## config.mk

```make
export PLATFORM = sky130hd
export DESIGN_NAME = scoreboard_display_driver
export DESIGN_NICKNAME = d
export VERILOG_FILES = /design/src/rtl/scoreboard_pkg.sv /design/src/rtl/bin2bcd_serial.sv /design/src/rtl/scoreboard_display_driver.sv
export SDC_FILE = /design/constraint.sdc
export NUM_CORES = 1
export LEC_CHECK = 0
export ABC_AREA = 1
export CORE_MARGIN = 10
export CORE_UTILIZATION = 53
export DETAILED_ROUTE_END_ITERATION = 8
export GPL_TIMING_DRIVEN = 0
export PLACE_DENSITY = 0.83
export SYNTH_ARGS = -nofsm -noshare
export SYNTH_HDL_FRONTEND = slang
export SYNTH_SLANG_ARGS = --single-unit
```

## constraint.sdc

```tcl
create_clock -name clk_i -period 2.1 [get_ports clk_i]
set_input_delay 0.42 -clock clk_i [delete_from_list [all_inputs] [get_ports clk_i]]
set_output_delay 0.42 -clock clk_i [all_outputs]
set_load 0.03 [all_outputs]
```

## src/rtl/scoreboard_pkg.sv

```systemverilog
// Shared constants for the scoreboard display path: segment patterns,
// digit scan positions, conversion FSM states and helper functions.
package scoreboard_pkg;

   localparam logic [6:0] SEG_0     = 7'h3F;
   localparam logic [6:0] SEG_1     = 7'h06;
   localparam logic [6:0] SEG_2     = 7'h5B;
   localparam logic [6:0] SEG_3     = 7'h4F;
   localparam logic [6:0] SEG_4     = 7'h66;
   localparam logic [6:0] SEG_5     = 7'h6D;
   localparam logic [6:0] SEG_6     = 7'h7D;
   localparam logic [6:0] SEG_7     = 7'h07;
   localparam logic [6:0] SEG_8     = 7'h7F;
   localparam logic [6:0] SEG_9     = 7'h6F;
   localparam logic [6:0] SEG_BLANK = 7'h00;

   localparam logic [1:0] DIG_P1_TENS  = 2'd0;
   localparam logic [1:0] DIG_P1_UNITS = 2'd1;
   localparam logic [1:0] DIG_P2_TENS  = 2'd2;
   localparam logic [1:0] DIG_P2_UNITS = 2'd3;

   localparam int MAX_SCORE_DEF = 99;

   typedef enum logic [1:0] {IDLE, CONV_P1, CONV_P2, COMMIT} state_e;

   function automatic logic [6:0] seg_enc(input logic [3:0] d);
      case (d)
         4'd0:    seg_enc = SEG_0;
         4'd1:    seg_enc = SEG_1;
         4'd2:    seg_enc = SEG_2;
         4'd3:    seg_enc = SEG_3;
         4'd4:    seg_enc = SEG_4;
         4'd5:    seg_enc = SEG_5;
         4'd6:    seg_enc = SEG_6;
         4'd7:    seg_enc = SEG_7;
         4'd8:    seg_enc = SEG_8;
         4'd9:    seg_enc = SEG_9;
         default: seg_enc = SEG_BLANK;
      endcase
   endfunction

   function automatic logic [7:0] clamp_score(input logic [7:0] v, input logic [7:0] mx);
      clamp_score = (v > mx) ? mx : v;
   endfunction

endpackage

```

## src/rtl/bin2bcd_serial.sv

```systemverilog
// Serial double-dabble: one add-3/shift step per cycle, 8 steps per byte.
// Inputs are pre-clamped to <= 99, so two BCD digits are enough.
module bin2bcd_serial
   import scoreboard_pkg::*;
(
   input  logic       clk_i,
   input  logic       rst_i,
   input  logic       start_i,
   input  logic [7:0] bin_i,
   output logic [3:0] tens_o,
   output logic [3:0] units_o,
   output logic       busy_o,
   output logic       done_o
);

   logic [7:0] bcd_q, bcd_d, sh_q, sh_d, src_bcd, src_sh;
   logic [2:0] cnt_q, cnt_d;
   logic       run_q, run_d;

   function automatic logic [3:0] add3(input logic [3:0] n);
      add3 = (n >= 4'd5) ? n + 4'd3 : n;
   endfunction

   // Step datapath; the start cycle performs the first step straight from bin_i.
   always_comb begin
      src_bcd = start_i ? 8'h00 : bcd_q;
      src_sh  = start_i ? bin_i : sh_q;
      bcd_d   = bcd_q;
      sh_d    = sh_q;
      cnt_d   = cnt_q;
      run_d   = run_q;
      if (start_i || run_q)
         {bcd_d, sh_d} = {add3(src_bcd[7:4]), add3(src_bcd[3:0]), src_sh} << 1;
      if (start_i) begin
         run_d = 1'b1;
         cnt_d = 3'd1;
      end else if (run_q) begin
         cnt_d = cnt_q + 3'd1;
         if (cnt_q == 3'd7) run_d = 1'b0;
      end
   end

   // Converter state registers.
   always_ff @(posedge clk_i) begin
      if (rst_i) begin
         bcd_q <= '0;
         sh_q  <= '0;
         cnt_q <= '0;
         run_q <= 1'b0;
      end else begin
         bcd_q <= bcd_d;
         sh_q  <= sh_d;
         cnt_q <= cnt_d;
         run_q <= run_d;
      end
   end

   assign tens_o  = bcd_q[7:4];
   assign units_o = bcd_q[3:0];
   assign busy_o  = run_q;
   // High during the cycle whose edge writes the final step.
   assign done_o  = run_q && (cnt_q == 3'd7);

endmodule

```

## src/rtl/scoreboard_display_driver.sv

```systemverilog
// Converts two binary scores to BCD and scans them onto a 4-digit
// multiplexed 7-segment display. Optional leading-zero blanking of the
// tens digits is enabled with the macro SCOREBOARD_LZ_BLANK_EN.
module scoreboard_display_driver
   import scoreboard_pkg::*;
#(
   parameter int SCAN_DIV  = 1000,
   parameter int MAX_SCORE = MAX_SCORE_DEF
) (
   input  logic       clk_i,
   input  logic       rst_i,
   input  logic [7:0] p1_score_i,
   input  logic [7:0] p2_score_i,
   output logic [6:0] seg_o,
   output logic [3:0] digit_en_o,
   output logic       busy_o
);

   localparam logic [7:0]  MAX_V  = 8'(MAX_SCORE);
   localparam logic [15:0] PRE_TC = 16'(SCAN_DIV - 1);

   state_e           state_q, state_d;
   logic [7:0]       sh_p1_q, sh_p1_d, sh_p2_q, sh_p2_d, p1_bcd_q, p1_bcd_d;
   logic [3:0][3:0]  disp_q, disp_d;
   logic [7:0]       p1_c, p2_c, cv_bin;
   logic             cv_start, cv_busy, cv_done;
   logic [3:0]       cv_tens, cv_units;
   logic [15:0]      pre_q;
   logic [1:0]       idx_q;
   logic [3:0]       dig_val, en_d, en_q;
   logic [6:0]       seg_d, seg_q;

   assign p1_c = clamp_score(p1_score_i, MAX_V);
   assign p2_c = clamp_score(p2_score_i, MAX_V);

   bin2bcd_serial u_conv (
      .clk_i   (clk_i),
      .rst_i   (rst_i),
      .start_i (cv_start),
      .bin_i   (cv_bin),
      .tens_o  (cv_tens),
      .units_o (cv_units),
      .busy_o  (cv_busy),
      .done_o  (cv_done)
   );

   // Conversion sequencing: detect change, convert P1 then P2, commit both at once.
   always_comb begin
      state_d  = state_q;
      sh_p1_d  = sh_p1_q;
      sh_p2_d  = sh_p2_q;
      p1_bcd_d = p1_bcd_q;
      disp_d   = disp_q;
      cv_start = 1'b0;
      cv_bin   = sh_p1_q;
      case (state_q)
         IDLE: begin
            if ((p1_c != sh_p1_q) || (p2_c != sh_p2_q)) begin
               sh_p1_d = p1_c;
               sh_p2_d = p2_c;
               state_d = CONV_P1;
            end
         end
         CONV_P1: begin
            cv_start = !cv_busy;
            cv_bin   = sh_p1_q;
            if (cv_done) state_d = CONV_P2;
         end
         CONV_P2: begin
            cv_start = !cv_busy;
            cv_bin   = sh_p2_q;
            // P1 result is still in the converter on P2's start cycle.
            if (!cv_busy) p1_bcd_d = {cv_tens, cv_units};
            if (cv_done) state_d = COMMIT;
         end
         COMMIT: begin
            disp_d  = {cv_units, cv_tens, p1_bcd_q[3:0], p1_bcd_q[7:4]};
            state_d = IDLE;
         end
         default: state_d = IDLE;
      endcase
   end

   // FSM, shadow and display registers.
   always_ff @(posedge clk_i) begin
      if (rst_i) begin
         state_q  <= IDLE;
         sh_p1_q  <= '0;
         sh_p2_q  <= '0;
         p1_bcd_q <= '0;
         disp_q   <= '0;
      end else begin
         state_q  <= state_d;
         sh_p1_q  <= sh_p1_d;
         sh_p2_q  <= sh_p2_d;
         p1_bcd_q <= p1_bcd_d;
         disp_q   <= disp_d;
      end
   end

   // Scan prescaler and digit index; runs regardless of conversion state.
   always_ff @(posedge clk_i) begin
      if (rst_i) begin
         pre_q <= '0;
         idx_q <= DIG_P1_TENS;
      end else if (pre_q == PRE_TC) begin
         pre_q <= '0;
         idx_q <= idx_q + 2'd1;
      end else begin
         pre_q <= pre_q + 16'd1;
      end
   end

   // Segment/enable decode for the currently selected digit.
   always_comb begin
      dig_val = disp_q[idx_q];
      en_d    = 4'b0001 << idx_q;
      seg_d   = seg_enc(dig_val);
`ifdef SCOREBOARD_LZ_BLANK_EN
      if (((idx_q == DIG_P1_TENS) || (idx_q == DIG_P2_TENS)) && (dig_val == 4'd0))
         seg_d = SEG_BLANK;
`endif
   end

   // Registered display outputs.
   always_ff @(posedge clk_i) begin
      if (rst_i) begin
         en_q  <= 4'b0001;
         seg_q <= SEG_0;
      end else begin
         en_q  <= en_d;
         seg_q <= seg_d;
      end
   end

   assign seg_o      = seg_q;
   assign digit_en_o = en_q;
   assign busy_o     = (state_q != IDLE);

endmodule

```

==> run summary <==
status: completed
FF-to-FF End: u_conv.bcd_q[6]$_SDFFE_PP0P_
syn_nets: 654
post-synthesis sequential area ratio: 40.8%
HPWL after detailed placement: 7.55 mm
Worst-Margin Slew: 0.572 ns
ys flop type: dfxtp_1
FF-to-FF path depth: 15
Cells after Synth: 617
commonest non-fill, non-tap cell in the layout: nand2_1
largest net degree at the start of global routing: 18
RSZ-0062 raised after global routing: yes
nets: 704
FP Rows: 33
Worst Path Arrival: 2.32 ns
initial core utilization: 54.0%
drt first pass iters: 5
clk root buf: clkbuf_8
Hold Path Class: reg2reg
CTS sink cnt: 90
IO Port Bufs: 28
DRC: 0
FF-to-FF Start: state_q[1]$_SDFFE_PP0P_
first-pass GRT wire length: 17.4 mm
VDD IR-drop max: 602 uV
final setup fails: 0
clock buffer depth: 2
post-route ant nets: 0
vias in the first global route: 4029
Max-Cap Viols: 0
power density cells: 1140 mW/mm^2
hold depth: 1
drt via density: 5.37
Syn-to-layout area delta: 20.2%
Period Utilization, post-route: 97.0%
CP Launch Type: register
grt total ovfl: 0
CP max FO: 3
crit path kind: reg2reg
die height: 111 um
Worst Hold End: pre_q[0]$_SDFF_PP0_
Slew Viols, Final: 0
reg2reg setup slack: 0.06 ns
Ant. Diodes: 0
hold path start: pre_q[0]$_SDFF_PP0_
Filler Cells Inserted: 700
Skew-Pair Late Insertion Delay: 0.37 ns
post-layout min period: 2.04 ns
Post-Syn Area per Cell: 7.16 um^2
TritonCTS Buffers: 9
clock-pin slew on the worst setup and hold paths: 0.09 ns
GRT Resource Usage Total: 16.2%
gpl congestion: 0.919
Synth Warn #: 0
Req. time, crit path: 2.38 ns
layout cells sized above 1: 14.7%
commonest non-fill, non-tap cells in the layout: 91 x nand2_1, 88 x dfxtp_1, 82 x inv_1, 74 x nor2_1, 52 x o21ai_0
I/O Pins: 30
Synth async-reset ratio: 0%
1st-iter DRT viols: 232
Critical Path Sink Type: register
Seq cells post-synth: 90
synthesized cell area: 0.00442 mm^2
Setup WS pre-CTS: -0.405 ns
Pleak: 2.29 nW
hold slack: 0.449 ns
final hold vios: 0
TritonCTS clock tree: built
routed vias: 4176
Yosys cell types: 34
number of synthesized flops with an enable pin: 0
H-tree depth: 3
Die X: 111 um
Relative slew margins: 61.9%
Worst Slack Setup Final: 0.0621 ns
core area: 0.00818 mm^2
Final Core Density: 65.0%
Max Freq: 0.491 GHz
Final Skew: 0.0131 ns
Die ar.: 0.0124 mm^2
initial antenna violation count: 0
final wirelength: 10.6 mm
wire per inst: 13.6 um
==> registers in the layout, summed over array words and instances, names as in the netlist, 4 cells and up <==
name / flops
pre_q: 16
p1_bcd_q: 8
digit_en_o: 4
seg_o: 7
u_conv.bcd_q: 8
sh_p2_q: 8
disp_q: 16
u_conv.sh_q: 7
sh_p1_q: 8
==> cells in the mapped netlist, drive strengths merged, types with 2 or more instances <==
master | instances | area share, %
nand2 | 102 | 8.9
inv | 91 | 7.8
nor2 | 91 | 8.4
dfxtp | 90 | 41
o21ai | 64 | 7.3
a21oi | 44 | 5.0
nand3 | 24 | 3.3
ha | 19 | 5.4
clkbuf | 17 | 1.4
nand4 | 16 | 2.3
nor3 | 15 | 2.0
buf | 8 | 1.5
a211oi | 5 | 0.85
a31oi | 5 | 0.71
o22ai | 4 | 0.57
a32oi | 3 | 0.59
nor3b | 3 | 0.51
o211ai | 3 | 0.51
or2 | 3 | 0.42
o311ai | 2 | 0.40
o32ai | 2 | 0.40
xor2 | 2 | 0.40
==> metal layers <==
layer	vias to the layer above	GRT usage (%)	share of wire, %
met5	-	0	0
met3	16	3.41	5.0
met1	1935	17.2	41
met4	0	7.54	1.9
li1	2112	-	-
met2	113	29.8	52
==> cells by family after synthesis <==
family / after synthesis / share of synthesized area, %
simple gates: 256 / 26.1
compound gates: 134 / 16.6
xor+xnor: 2 / 0.397
fa+ha+maj: 19 / 5.38
buf+inv: 116 / 10.7
flops: 90 / 40.8
==> power breakdown <==
part           leakage (nW)  total [W]  internal, W  switching (W)
Clock                0.0962    0.00117     0.000488       0.000680
Sequential            0.736    0.00234      0.00209       0.000249
Combinational          1.46    0.00257     0.000979        0.00159
==> stage by stage <==
stage / TNS [ns] / area (um^2) / total power [W] / std cells
finish: 0 / 5310 / 0.00607 / 777
CTS: 0 / 5140 / 0.00588 / 774
floorplan: 0 / 4420 / 0.00391 / 617
detailed placement: -7.32 / 4830 / 0.00452 / 750
global placement: -5.70 / 4830 / 0.00441 / 750
global route: -0.0973 / 5310 / 0.00646 / 777
==> final cells by class <==
type / count / area (um^2) / share of cell area (%)
flip-flops and latches: 90 / 1810 / 34.0
repair buffers: 41 / 403 / 7.59
well taps: 105 / 131 / 2.47
inverters: 91 / 349 / 6.57
clock buffers: 10 / 138 / 2.59
multi-input cells: 411 / 2300 / 43.3
plain buffers: 23 / 131 / 2.47
clock inverters: 6 / 53.8 / 1.01
==> critical path: stages (launching register included) <==
cell      delay (ns)
dfxtp_4         0.37
inv_4           0.04
ha_4            0.28
inv_4           0.04
nor2_4          0.13
buf_6           0.14
nor2_4          0.04
inv_2           0.06
ha_4            0.14
inv_2           0.04
o21ai_2         0.11
nand2_2         0.09
buf_6           0.14
nor2_4          0.10
nor3_2          0.04
a211oi_1        0.21
==> worst max-delay path by stage <==
stage                             from                      endpoint  slack [ns]  depth (start not counted)
4_1_cts        state_q[1]$_SDFFE_PP0P_  u_conv.bcd_q[2]$_SDFFE_PP0P_       0.001                         15
6_report       state_q[1]$_SDFFE_PP0P_  u_conv.bcd_q[6]$_SDFFE_PP0P_        0.06                         15
5_1_grt        state_q[1]$_SDFFE_PP0P_  u_conv.bcd_q[6]$_SDFFE_PP0P_       -0.04                         15
3_3_place_gp             p2_score_i[2]       sh_p1_q[5]$_SDFFE_PP0P_       -0.35                         17
3_5_place_dp             p2_score_i[2]       sh_p1_q[2]$_SDFFE_PP0P_       -0.41                         17
2_1_floorplan  state_q[0]$_SDFFE_PP0P_  u_conv.bcd_q[2]$_SDFFE_PP0P_        0.02                         15
==> what timing repair did <==
item / 4_1_cts / 5_1_grt
pin swaps: 5 / 14
resized for setup: 18 / 49
endpoints found under the hold margin: 0 / 0
hold buffers: 0 / 0
gates cloned: 1 / 1
buffers inserted: 8 / 3
endpoints found under the setup margin: 17 / 39
Power figures use the tool's default switching activity.
